**config.mk**
```make
export PLATFORM = sky130hd
export DESIGN_NAME = sm16_to_fp16
export DESIGN_NICKNAME = d
export VERILOG_FILES = /design/src/rtl/sm16_to_fp16_pkg.sv /design/src/rtl/fp16_round.sv /design/src/rtl/sm16_to_fp16.sv
export SDC_FILE = /design/constraint.sdc
export NUM_CORES = 1
export LEC_CHECK = 0
export ABC_AREA = 1
export ABC_CLOCK_PERIOD_IN_PS = 3590
export BUFFER_PORTS_ARGS = -buffer_cell sky130_fd_sc_hd__buf_2
export CAP_MARGIN = 20
export CORE_MARGIN = 2
export CORE_UTILIZATION = 35
export CTS_BUF_LIST = sky130_fd_sc_hd__clkbuf_16
export DETAILED_ROUTE_END_ITERATION = 8
export GPL_TIMING_DRIVEN = 0
export HOLD_SLACK_MARGIN = 0.08
export MAX_ROUTING_LAYER = met4
export PLACE_DENSITY_LB_ADDON = 0.05
export SKIP_CTS_REPAIR_TIMING = 1
export SLEW_MARGIN = 20
export SYNTH_ARGS = -nofsm -noshare
export SYNTH_HDL_FRONTEND = slang
export SYNTH_SLANG_ARGS = --single-unit
```
**constraint.sdc**
```tcl
create_clock -name clk -period 3.59 [get_ports clk]
set_input_delay 0 -clock clk [delete_from_list [all_inputs] [get_ports clk]]
set_output_delay 0 -clock clk [all_outputs]
set_load 0.05 [all_outputs]
```
**src/rtl/sm16_to_fp16_pkg.sv**
```systemverilog
// rtl/sm16_to_fp16_pkg.sv - shared types and constants for the sign-magnitude to binary16 converter
// Holds the converter FSM state enum and the binary16 exponent/encoding constants.
package sm16_to_fp16_pkg;

   typedef enum logic [1:0] {
      ST_IDLE  = 2'd0,
      ST_SHIFT = 2'd1,
      ST_ROUND = 2'd2,
      ST_DONE  = 2'd3
   } conv_state_t;

   localparam logic [4:0]  EXP_BIAS   = 5'd15;
   localparam logic [4:0]  EXP_INF    = 5'd31;
   // A magnitude whose MSB is already at bit 15 is 2^15, i.e. biased exponent 15 + 15.
   localparam logic [4:0]  EXP_START  = 5'd30;
   localparam logic [15:0] FP16_PZERO = 16'h0000;
   localparam logic [15:0] FP16_PINF  = 16'h7C00;

endpackage

```
**src/rtl/fp16_round.sv**
```systemverilog
// rtl/fp16_round.sv - combinational mantissa rounding for the binary16 converter
// Ports:
//   r_low  in  15  normalised work register below its hidden one (r[14:0])
//   e      in   5  biased exponent before rounding
//   rnd    in   1  1 = round-to-nearest-even, 0 = truncate
//   frac   out 10  rounded fraction field
//   e_out  out  5  exponent after a possible rounding carry
//   inf    out  1  rounding carried into the infinity exponent
module fp16_round
   import sm16_to_fp16_pkg::*;
(
   input  logic [14:0] r_low,
   input  logic [4:0]  e,
   input  logic        rnd,
   output logic [9:0]  frac,
   output logic [4:0]  e_out,
   output logic        inf
);

   logic        lsb;
   logic        guard;
   logic        sticky;
   logic        inc;
   logic [10:0] sum;

   assign lsb    = r_low[5];
   assign guard  = r_low[4];
   assign sticky = |r_low[3:0];
   assign inc    = rnd & guard & (sticky | lsb);

   // One extra bit catches the carry out of an all-ones fraction.
   assign sum = {1'b0, r_low[14:5]} + {10'd0, inc};

   always_comb begin
      frac  = sum[9:0];
      e_out = e;
      if (sum[10]) begin
         frac  = 10'd0;
         e_out = e + 5'd1;
      end
      inf = (e_out == EXP_INF);
   end

endmodule

```
**src/rtl/sm16_to_fp16.sv**
```systemverilog
// rtl/sm16_to_fp16.sv - converts a 16-bit sign-magnitude result to IEEE-754 binary16
// Ports:
//   clk, rst          clock and synchronous active-high reset
//   in_valid/in_ready operand handshake (mag, neg)
//   out_valid/out_ready result handshake (out_fp)
//   busy              converter is not idle
// Normalisation is one bit per cycle, so latency depends on the leading-zero count.
module sm16_to_fp16
   import sm16_to_fp16_pkg::*;
#(
   parameter bit RND = 1'b1
) (
   input  logic        clk,
   input  logic        rst,
   input  logic        in_valid,
   output logic        in_ready,
   input  logic [15:0] mag,
   input  logic        neg,
   output logic        out_valid,
   input  logic        out_ready,
   output logic [15:0] out_fp,
   output logic        busy
);

   conv_state_t state;
   conv_state_t state_next;

   logic [15:0] r;
   logic [4:0]  e;
   logic        sign;

   logic [9:0]  rnd_frac;
   logic [4:0]  rnd_e;
   logic        rnd_inf;

   fp16_round u_round (
      .r_low (r[14:0]),
      .e     (e),
      .rnd   (RND),
      .frac  (rnd_frac),
      .e_out (rnd_e),
      .inf   (rnd_inf)
   );

   always_ff @(posedge clk) begin
      if (rst) begin
         state <= ST_IDLE;
      end else begin
         state <= state_next;
      end
   end

   always_comb begin
      state_next = state;
      in_ready   = 1'b0;
      out_valid  = 1'b0;
      busy       = 1'b1;
      case (state)
         ST_IDLE: begin
            in_ready = 1'b1;
            busy     = 1'b0;
            if (in_valid) begin
               state_next = (mag != 16'd0) ? ST_SHIFT : ST_DONE;
            end
         end
         ST_SHIFT: begin
            if (r[15]) begin
               state_next = ST_ROUND;
            end
         end
         ST_ROUND: begin
            state_next = ST_DONE;
         end
         ST_DONE: begin
            out_valid = 1'b1;
            if (out_ready) begin
               state_next = ST_IDLE;
            end
         end
         default: begin
            state_next = ST_IDLE;
         end
      endcase
   end

   always_ff @(posedge clk) begin
      if (rst) begin
         r      <= 16'd0;
         e      <= 5'd0;
         sign   <= 1'b0;
         out_fp <= FP16_PZERO;
      end else begin
         case (state)
            ST_IDLE: begin
               if (in_valid) begin
                  r    <= mag;
                  sign <= neg;
                  e    <= EXP_START;
                  // Zero is always emitted as +0, whatever the operand sign.
                  if (mag == 16'd0) begin
                     out_fp <= FP16_PZERO;
                  end
               end
            end
            ST_SHIFT: begin
               if (!r[15]) begin
                  r <= {r[14:0], 1'b0};
                  e <= e - 5'd1;
               end
            end
            ST_ROUND: begin
               if (rnd_inf) begin
                  out_fp <= FP16_PINF | {sign, 15'd0};
               end else begin
                  out_fp <= {sign, rnd_e, rnd_frac};
               end
            end
            default: begin
            end
         endcase
      end
   end

endmodule
```
# After elaboration in Yosys (flattened, before gate mapping)
# Cells that the tools add are included.
# W data, S select, Z words.
[op_classes] add_sub_neg=3 eq_ne=9 n_mux=20 bitwise_logic=2 n_reduce_logical=11
[ops] op="$mux W16" count=4
[ops] op="$pmux W16 S2" count=2
[ops] op="$logic_not A16 Y1" count=1
[ops] op="$reduce_bool A16 Y1" count=1
[ops] op="$mux W15" count=1
[ops] op="$mux W5" count=3
[ops] op="$add A10 B1 Y11" count=1
[ops] op="$mux W10" count=1
[ops] op="$ne A2 B2 Y1 const B" count=5
[ops] op="$pmux W5 S2" count=1
[ops] op="$reduce_and A3 Y1" count=3
[ops] op="$mux W2" count=4
[ops] op="$pmux W2 S4" count=1
[ops] op="$add A5 B1 Y5 const B" count=1
[ops] op="$eq A5 B5 Y1 const B" count=1
[ops] op="$sub A5 B1 Y5 const B" count=1
[ops] op="$eq A2 B2 Y1 const B" count=2
[ops] op="$reduce_and A2 Y1" count=2
[ops] op="$reduce_bool A2 Y1" count=2
[ops] op="$reduce_or A4 Y1" count=1
[ops] op="$mux W1" count=3
[ops] op="$eq A2 B1 Y1 const B" count=1
[ops] op="$logic_not A2 Y1" count=1
[ops] op="$and A1 B1 Y1" count=1
[ops] op="$or A1 B1 Y1" count=1
[word_totals] regBits=40 input_bits=21 output_inout_bits=19 wordCells=51

# Logic depth before layout (Yosys ltp)
# Gate-level depths: netlist (run 1).
[depth] ltp_word=8 ltp_mapped=13 mapped_depth_nobuf=13

# Cells and area by module
# From an unflattened synthesis (run 1), not the netlist that was laid out.
[hier_totals] cells_unflattened=359 area_unflattened_um2=2346.0
[by_module_without_submodules] module="sm16_to_fp16" n_inst=1 cells_per_inst=275 area_per_inst_um2=1893.1 seq_area_each_um2=800.8
[by_module_without_submodules] module="fp16_round" n_inst=1 cells_per_inst=84 area_per_inst_um2=452.9 seq_area_each_um2=0.0

# Least setup slack after synthesis (run 1)
# OpenSTA, ideal clock, no wires.
[synth_timing] path_type="reg-to-reg" from="reg state[0]" to="reg out_fp[4]" setup_time_ns=0.068 arrival_time_ns=2.116 required_time_ns=3.522 path_slack_ns=1.406 path_stages_with_launch=14 n_path_buf=1 synth_period_minus_slack_ns=2.184 path_cell_list="dfxtp_1 > inv_1 > ha_1 > inv_2 > nor2_2 > nand2_1 > nor2_2 > nand3_2 > nand2_4 > inv_2 > buf_6 > nor2_2 > nand2_1 > a21oi_2"
[synth_via] elab_chain_len=3 word_cells_on_any_way=7 classes_between="eq/ne (3); mux (1); reduce/logical (3)"
[synth_rtl] item="start: declaration" line="sm16_to_fp16.sv:25" source="conv_state_t state;"
[synth_rtl] item="start signal: assignment" line="sm16_to_fp16.sv:49" source="state <= state_next;"
[synth_rtl] item="$eq A2 B2 Y1 or $logic_not A2 Y1 (tied branches)" line="sm16_to_fp16.sv:93" source="case (state)"
[synth_rtl] item="$reduce_bool A2 Y1 (no line) or $ne A2 B2 Y1 (tied branches)"
[synth_rtl] item="$reduce_and A3 Y1 (no line)"
[synth_rtl] item="end signal: assignment" line="sm16_to_fp16.sv:113" source="out_fp <= FP16_PINF | {sign, 15'd0};"
[synth_rtl] item="end signal: assignment" line="sm16_to_fp16.sv:115" source="out_fp <= {sign, rnd_e, rnd_frac};"
[synth_rtl] item="end: declaration" line="sm16_to_fp16.sv:21" source="output logic [15:0] out_fp,"
# Several ways; a longest one is shown, not always the timed one.
# A chain may end at the register's enable or synchronous reset.

# Worst setup path after layout (run 1)
[layout_timing] from="reg r[4]" to="reg out_fp[6]"
[layout_via] elab_chain_len=6 word_cells_on_any_way=7 classes_between="add/sub (1); eq/ne (1); mux (4); bitwise (1)"
[layout_rtl] item="start: declaration" line="sm16_to_fp16.sv:28" source="logic [15:0] r;"
[layout_rtl] item="start signal: assignment" line="sm16_to_fp16.sv:96" source="r <= mag;"
[layout_rtl] item="start signal: assignment" line="sm16_to_fp16.sv:107" source="r <= {r[14:0], 1'b0};"
[layout_rtl] item="$and A1 B1 Y1 *" line="fp16_round.sv:29" source="assign inc = rnd & guard & (sticky | lsb);"
[layout_rtl] item="$add A10 B1 Y11 *" line="fp16_round.sv:32" source="assign sum = {1'b0, r_low[14:5]} + {10'd0, inc};"
[layout_rtl] item="$mux W5" line="fp16_round.sv:37" source="if (sum[10]) begin"
[layout_rtl] item="$eq A5 B5 Y1" line="fp16_round.sv:41" source="inf = (e_out == EXP_INF);"
[layout_rtl] item="$mux W15 *" line="sm16_to_fp16.sv:112" source="if (rnd_inf) begin"
[layout_rtl] item="$pmux W16 S2 *" line="sm16_to_fp16.sv:93"
# Mark *: on every way between the ends. The rest lies on a longest branch, timed or not.

==> results of run 1 <==
## per-stage QoR
stage | total power, mW | utilization | setup slack (ns)
2_1_floorplan | 1.20 | - | 1.41
3_3_place_gp | 1.39 | 0.405 | 1.53
3_5_place_dp | 1.39 | 0.405 | 1.52
4_1_cts | 1.81 | 0.426 | 1.51
5_1_grt | 1.95 | 0.442 | 1.26
6_report | 1.80 | 0.442 | 1.55
## routing by layer
layer | GRT usage | part of all wire | vias up | routed length, um
li1 | - | - | 1186 | -
met1 | 0.232 | 0.49 | 959 | 2890
met2 | 0.284 | 0.46 | 37 | 2690
met3 | 0.0374 | 0.037 | 6 | 219
met4 | 0.0630 | 0.018 | 0 | 108
met5 | - | 0 | - | 0
## final timing paths
check / slack [ns] / end
worst min register to register: 0.46 / out_fp[10]$_SDFFE_PP0P_
worst min-delay path: 0.08 / r[14]$_SDFFE_PP0P_
worst max-delay path: 1.55 / out_fp[6]$_SDFFE_PP0P_
worst max register to register: 1.55 / out_fp[6]$_SDFFE_PP0P_
## worst reg2reg max path, stage by stage (launching register included)
cell	delay [ns]
dfxtp_1	0.37
nand2_1	0.11
inv_1	0.14
ha_1	0.24
nand3_2	0.12
nor2_4	0.18
nand2_4	0.09
nand2_1	0.09
nand2_1	0.06
nor2_2	0.12
nand3_2	0.19
nand2_1	0.13
a21oi_1	0.06
## cell type report
cell class                      instances  area [um2]  share of cell area
Sequential cell                        40         801               0.288
Inverter                               36         135              0.0487
Tap cell                               77        96.3              0.0347
Buffer                                  9        46.3              0.0167
Multi-Input combinational cell        243        1270               0.459
Clock buffer                            5         125              0.0451
Timing Repair Buffer                   48         290               0.105
Clock inverter                          2        8.76             0.00315
## layout by cell type, fill, tap and decap left out
cell,instances
o221ai_1,1
nand2_4,2
a211oi_1,6
nor2_1,32
nand3_1,11
a21oi_1,20
clkinv_2,1
a221oi_1,8
nand4_1,8
or2_1,1
o21ai_0,10
or2_2,1
dlygate4sd3_1,10
inv_1,33
buf_6,1
dfxtp_1,40
buf_4,1
o21a_1,1
a31oi_1,8
ha_1,7
nor2_4,3
nand3b_1,1
a21oi_2,4
xor2_1,4
inv_2,4
xnor2_1,1
o21ai_2,1
nand2_1,101
buf_2,39
clkbuf_16,5
nand2_2,1
nand3_2,3
clkbuf_1,6
nor2_2,8
## logic make-up after synthesis
logic type / synth area share
AO/OA/AOI/OAI: 0.166
XOR/XNOR: 0.0194
flip-flops: 0.355
buffers and inverters: 0.0804
AND/OR/NAND/NOR: 0.340
adder cells (fa/ha/maj): 0.0388
## where the power goes
part           switching [mW]  internal [mW]  total, mW
logic                   0.478          0.233      0.712
registers               0.123          0.548      0.672
clock network           0.165          0.250      0.415
total                   0.767           1.03       1.80
## state kept, by name, summed over array words and instances, names as in the netlist
name / cells
e: 5
sign: 1
state: 2
r: 16
out_fp: 16
==> results.toml, run 1 <==
[outcome]
status = "finished, final reports clean"

[grt]
first_global_vias = 2090
track_usage = 0.181
grt_max_degree = 12
grt_antenna_before_repair = 0
grt_pass1_wl_mm = 9.97
overflow = 0

[sta]
period_minus_slack_ns = 2.04
skew_ns = 0.00665
hold_viol = 0
finalSetupViolCount = 0
max_slew_margin = 0.532
fin_setup_tns_ns = 0
worst_pin_slew_ns = 0.701
drv_slew = 0
fmax_mhz = 489
holdWs_ns = 0.0807
rsz0062_at_grt = "no"
fin_crit_sh = 0.569

[setup_path]
startpoint = "r[4]$_SDFFE_PP0P_"
cp_max_fo = 10
cp_slowest_cell = "dfxtp_1"
crit_type = "flip-flop to flip-flop"
r2r_cells = 12
timing.critical_path.max_delay_family = "simple AND/OR/NAND/NOR gates"
crit_required_ns = 3.72
worstPathBufferInverterCount = 1
path_cells = "nand2_1 > inv_1 > ha_1 > nand3_2 > nor2_4 > nand2_4 > nand2_1 > nand2_1 > nor2_2 > nand3_2 > nand2_1 > a21oi_1"
crit_top_cell = "nand2_1"
path_depth = 12
crit-reg2reg-launch = "r[4]$_SDFFE_PP0P_"
slowest_delay_ns = 0.37
worst_setup_path_start_kind = "flip-flop"
endpoint_kind = "flip-flop"
arrival_ns = 2.17

[synth]
synth_edf_count = 0
yosysMostFrequentCell = "nand2_1"
synthTopCellsByArea = "dfxtp_1 (35%), nand2_1 (17%), inv_1 (5.3%)"
async_flop_share = 0
yosys.cell_types.count = 31
synth_largest_area_cell = "dfxtp_1"
yosysSeqAreaShare = 0.355
avgSynthCellArea_um2 = 6.88
synthCells = 328
synth_top_area_share = 0.355
synth_area_um2 = 2260
synth_ff_type = "dfxtp_1"
yosysWarnings = 0
synth_seq_cells = 40
synthTopCellsByCount = "nand2_1 (101), dfxtp_1 (40), inv_1 (32), nor2_1 (32), a21oi_1 (20)"
synthesis.nets = 356

[clocking]
cts_sinks = 40
cts_buffer_depth = 2
clk_latency_ns = 0.28
clock_tree.root_cell = "clkbuf_16"
cts_buffers = 5
path_clk_slew_ns = 0.06
tritoncts = "built"
htreeDepth = 2

[final_layout]
final_cell_area_um2 = 2780
nets = 411
final_cells = 460
syn_to_final_growth_pct = 23.1
antenna_cells = 0
final_layout_size_suffix_gt1_frac = 0.193
fillers = 690

[route]
drt_wl_total_mm = 5.90
first_pass_iters = 4
detail_route.wl_per_cell_um = 12.8
post-route-drc-count = 0
num_vias = 2188
ant_nets = 0
viasPerCell = 4.76
dr.first_iter.drc_count = 68

[floorplanning]
coreArea_um2 = 6280
dieArea_um2 = 7100
die_y_um = 84.3
die_w_um = 84.3
rows = 29
start_util = 0.359
io_pins = 40

[power_and_ir_drop]
ir_drop_mv = 0.280
p_leak_nw = 1.20
power_density_nw_per_um2 = 648

[worst_hold_path]
min_from = "mag[14]"
hold_depth = 3
hold_path.class = "primary input to flip-flop"

[placed_design]
portBuffers = 38
dpl-instance-area_um2 = 2540
dp.cells = 443
gp_congestion = 0.827
dpl.hpwl_mm = 4.59

[job]
cap_violations = 0
Power figures use the tool's default switching activity.
==> run 2: changes to the inputs <==
--- a/config.mk
+++ b/config.mk
@@ -5,8 +5,8 @@
 export SDC_FILE = /design/constraint.sdc
 export NUM_CORES = 1
 export LEC_CHECK = 0
-export ABC_AREA = 1
-export ABC_CLOCK_PERIOD_IN_PS = 3590
+export ABC_AREA = 0
+export ABC_CLOCK_PERIOD_IN_PS = 1900
 export BUFFER_PORTS_ARGS = -buffer_cell sky130_fd_sc_hd__buf_2
 export CAP_MARGIN = 20
 export CORE_MARGIN = 2
==> constraint.sdc (replaced) <==
create_clock -name clk -period 1.9 [get_ports clk]
set_input_delay 0 -clock clk [delete_from_list [all_inputs] [get_ports clk]]
set_output_delay 0 -clock clk [all_outputs]
set_load 0.05 [all_outputs]
==> run 2 against run 1 <==
- the flow now finishes with violations (setup timing)
- critical path depth fell by 4
- total power rose by 140%
- critical path type unchanged
- wire length shrank 0.27%
- largest cell class unchanged
- critical endpoint is now out_fp[3]$_SDFFE_PP0P_
==> results.toml, run 2 <==
[setup_path]
cp_max_fo = 10
timing.critical_path.max_delay_family = "simple AND/OR/NAND/NOR gates"
arrival_ns = 2.07
path_depth = 8
path_cells = "and2_4 > ha_4 > nand3_4 > nor4_4 > mux2_4 > a211oi_4 > buf_12 > o2bb2ai_1"
endpoint_kind = "flip-flop"
worstPathBufferInverterCount = 1
crit_required_ns = 2.07
cp_slowest_cell = "dfxtp_4"
worst_setup_path_start_kind = "flip-flop"
crit_type = "flip-flop to flip-flop"
r2r_cells = 8
slowest_delay_ns = 0.37

[final_layout]
final_common_cell = "buf_2"
final_cells = 401
fillers = 650
utilization = 0.478
final_layout_size_suffix_gt1_frac = 0.302
syn_to_final_growth_pct = 33.1
top_regs = "out_fp (16), r (16), e (5)"
antenna_cells = 0
nets = 351
mostFrequentLayoutCells = "buf_2 (38), dfxtp_1 (34), nor2_1 (25)"
final_cell_area_um2 = 3000

[sta]
fin_setup_tns_ns = -0.0156
skew_ns = 0.00311
setup_slack_ns = -0.00431
fmax_mhz = 525
drv_slew = 0
holdWs_ns = 0.0601
fin_crit_sh = 1.00
worst_pin_slew_ns = 0.543
period_minus_slack_ns = 1.90
hold_viol = 0
finalSetupViolCount = 7
max_slew_margin = 0.638
rsz0062_at_grt = "yes"

[synth]
synthesis.nets = 288
synth_top_area_share = 0.356
synth_ff_type = "dfxtp_1"
yosysSeqAreaShare = 0.356
synthTopCellsByCount = "dfxtp_1 (40), nor2_1 (28), nand2_1 (24), nand3_1 (17)"
synth_seq_cells = 40
synth_largest_area_cell = "dfxtp_1"
synthCells = 260
async_flop_share = 0
yosysMostFrequentCell = "dfxtp_1"
avgSynthCellArea_um2 = 8.66
synth_edf_count = 0
synthTopCellsByArea = "dfxtp_1 (36%), nor2_1 (4.7%), nand2_1 (4.0%)"
yosysWarnings = 0
synth_area_um2 = 2250
yosys.cell_types.count = 50

[floorplanning]
dieArea_um2 = 7090
io_pins = 40
die_w_um = 84.2
start_util = 0.359
rows = 29
coreArea_um2 = 6280
die_y_um = 84.2

[power_and_ir_drop]
fin_total_pwr_mw = 4.34
power_density_nw_per_um2 = 1450
p_leak_nw = 1.19
ir_drop_mv = 0.981

[clocking]
path_clk_slew_ns = 0.06
clk_latency_ns = 0.28
clock_tree.root_cell = "clkbuf_16"
cts_sinks = 40
cts_buffer_depth = 2
tritoncts = "built"
cts_buffers = 5
htreeDepth = 2

[grt]
track_usage = 0.172
grt_antenna_before_repair = 0
grt_pass1_wl_mm = 9.65
grt_max_degree = 12
first_global_vias = 1922
overflow = 0

[route]
drt_wl_total_mm = 5.89
detail_route.wl_per_cell_um = 14.7
dr.first_iter.drc_count = 128
first_pass_iters = 5
num_vias = 2123
post-route-drc-count = 0
ant_nets = 0
viasPerCell = 5.29

[placed_design]
dp.cells = 375
dpl.hpwl_mm = 4.28
dp_slack_ns = -0.446
gp_congestion = 0.837
portBuffers = 38
dpl-instance-area_um2 = 2610

[outcome]
status = "finished, violations left"
violations = "setup timing"

[job]
cap_violations = 0

[worst_hold_path]
hold_depth = 3
hold_path.class = "primary input to flip-flop"
-- run 2: worst paths after layout --
path	slack, ns	endpoint	from
max	-0.004	out_fp[3]$_SDFFE_PP0P_	r[5]$_SDFFE_PP0P_
min	0.06	sign$_SDFFE_PP0P_	in_valid
max reg2reg	-0.004	out_fp[3]$_SDFFE_PP0P_	r[5]$_SDFFE_PP0P_
min reg2reg	0.45	out_fp[15]$_SDFFE_PP0P_	out_fp[15]$_SDFFE_PP0P_
-- run 2: worst reg2reg max path, stage by stage (launching register included) --
cell and delay [ns]:
dfxtp_4 0.37, and2_4 0.16, ha_4 0.15, nand3_4 0.13, nor4_4 0.23, mux2_4 0.35
a211oi_4 0.19, buf_12 0.16, o2bb2ai_1 0.07
-- run 2: cell type report --
cell class | count | area [um2] | share of cell area
buffer | 14 | 78.8 | 0.0263
clock buffer | 5 | 125 | 0.0417
clock inverter | 3 | 11.3 | 0.00376
inverter | 8 | 33.8 | 0.0113
multi-input combinational | 195 | 1430 | 0.476
sequential | 40 | 813 | 0.271
tap | 77 | 96.3 | 0.0321
timing repair buffer | 59 | 413 | 0.138
-- run 2: power breakdown --
| part | leakage [nW] | switching [mW] | internal (mW) |
|---|---|---|---|
| Combinational | 0.782 | 1.29 | 0.936 |
| Clock | 0.0738 | 0.326 | 0.473 |
| Sequential | 0.330 | 0.249 | 1.06 |
| Total | 1.19 | 1.87 | 2.47 |
-- run 2: kinds of logic after synthesis --
kind of cell    Yosys count  synth area share
buf+inv                  25            0.0522
compound gates           59             0.225
mux                       4            0.0189
simple gates            112             0.259
xor+xnor                 13            0.0506
fa+ha+maj                 7            0.0389
flops                    40             0.356
-- run 2: per-layer routing --
layer / vias up / share of wire / GRT usage
met5: - / 0 / -
met4: 0 / 0.0049 / 0.0411
met3: 2 / 0.036 / 0.0344
met2: 46 / 0.43 / 0.246
met1: 988 / 0.53 / 0.250
li1: 1087 / - / -
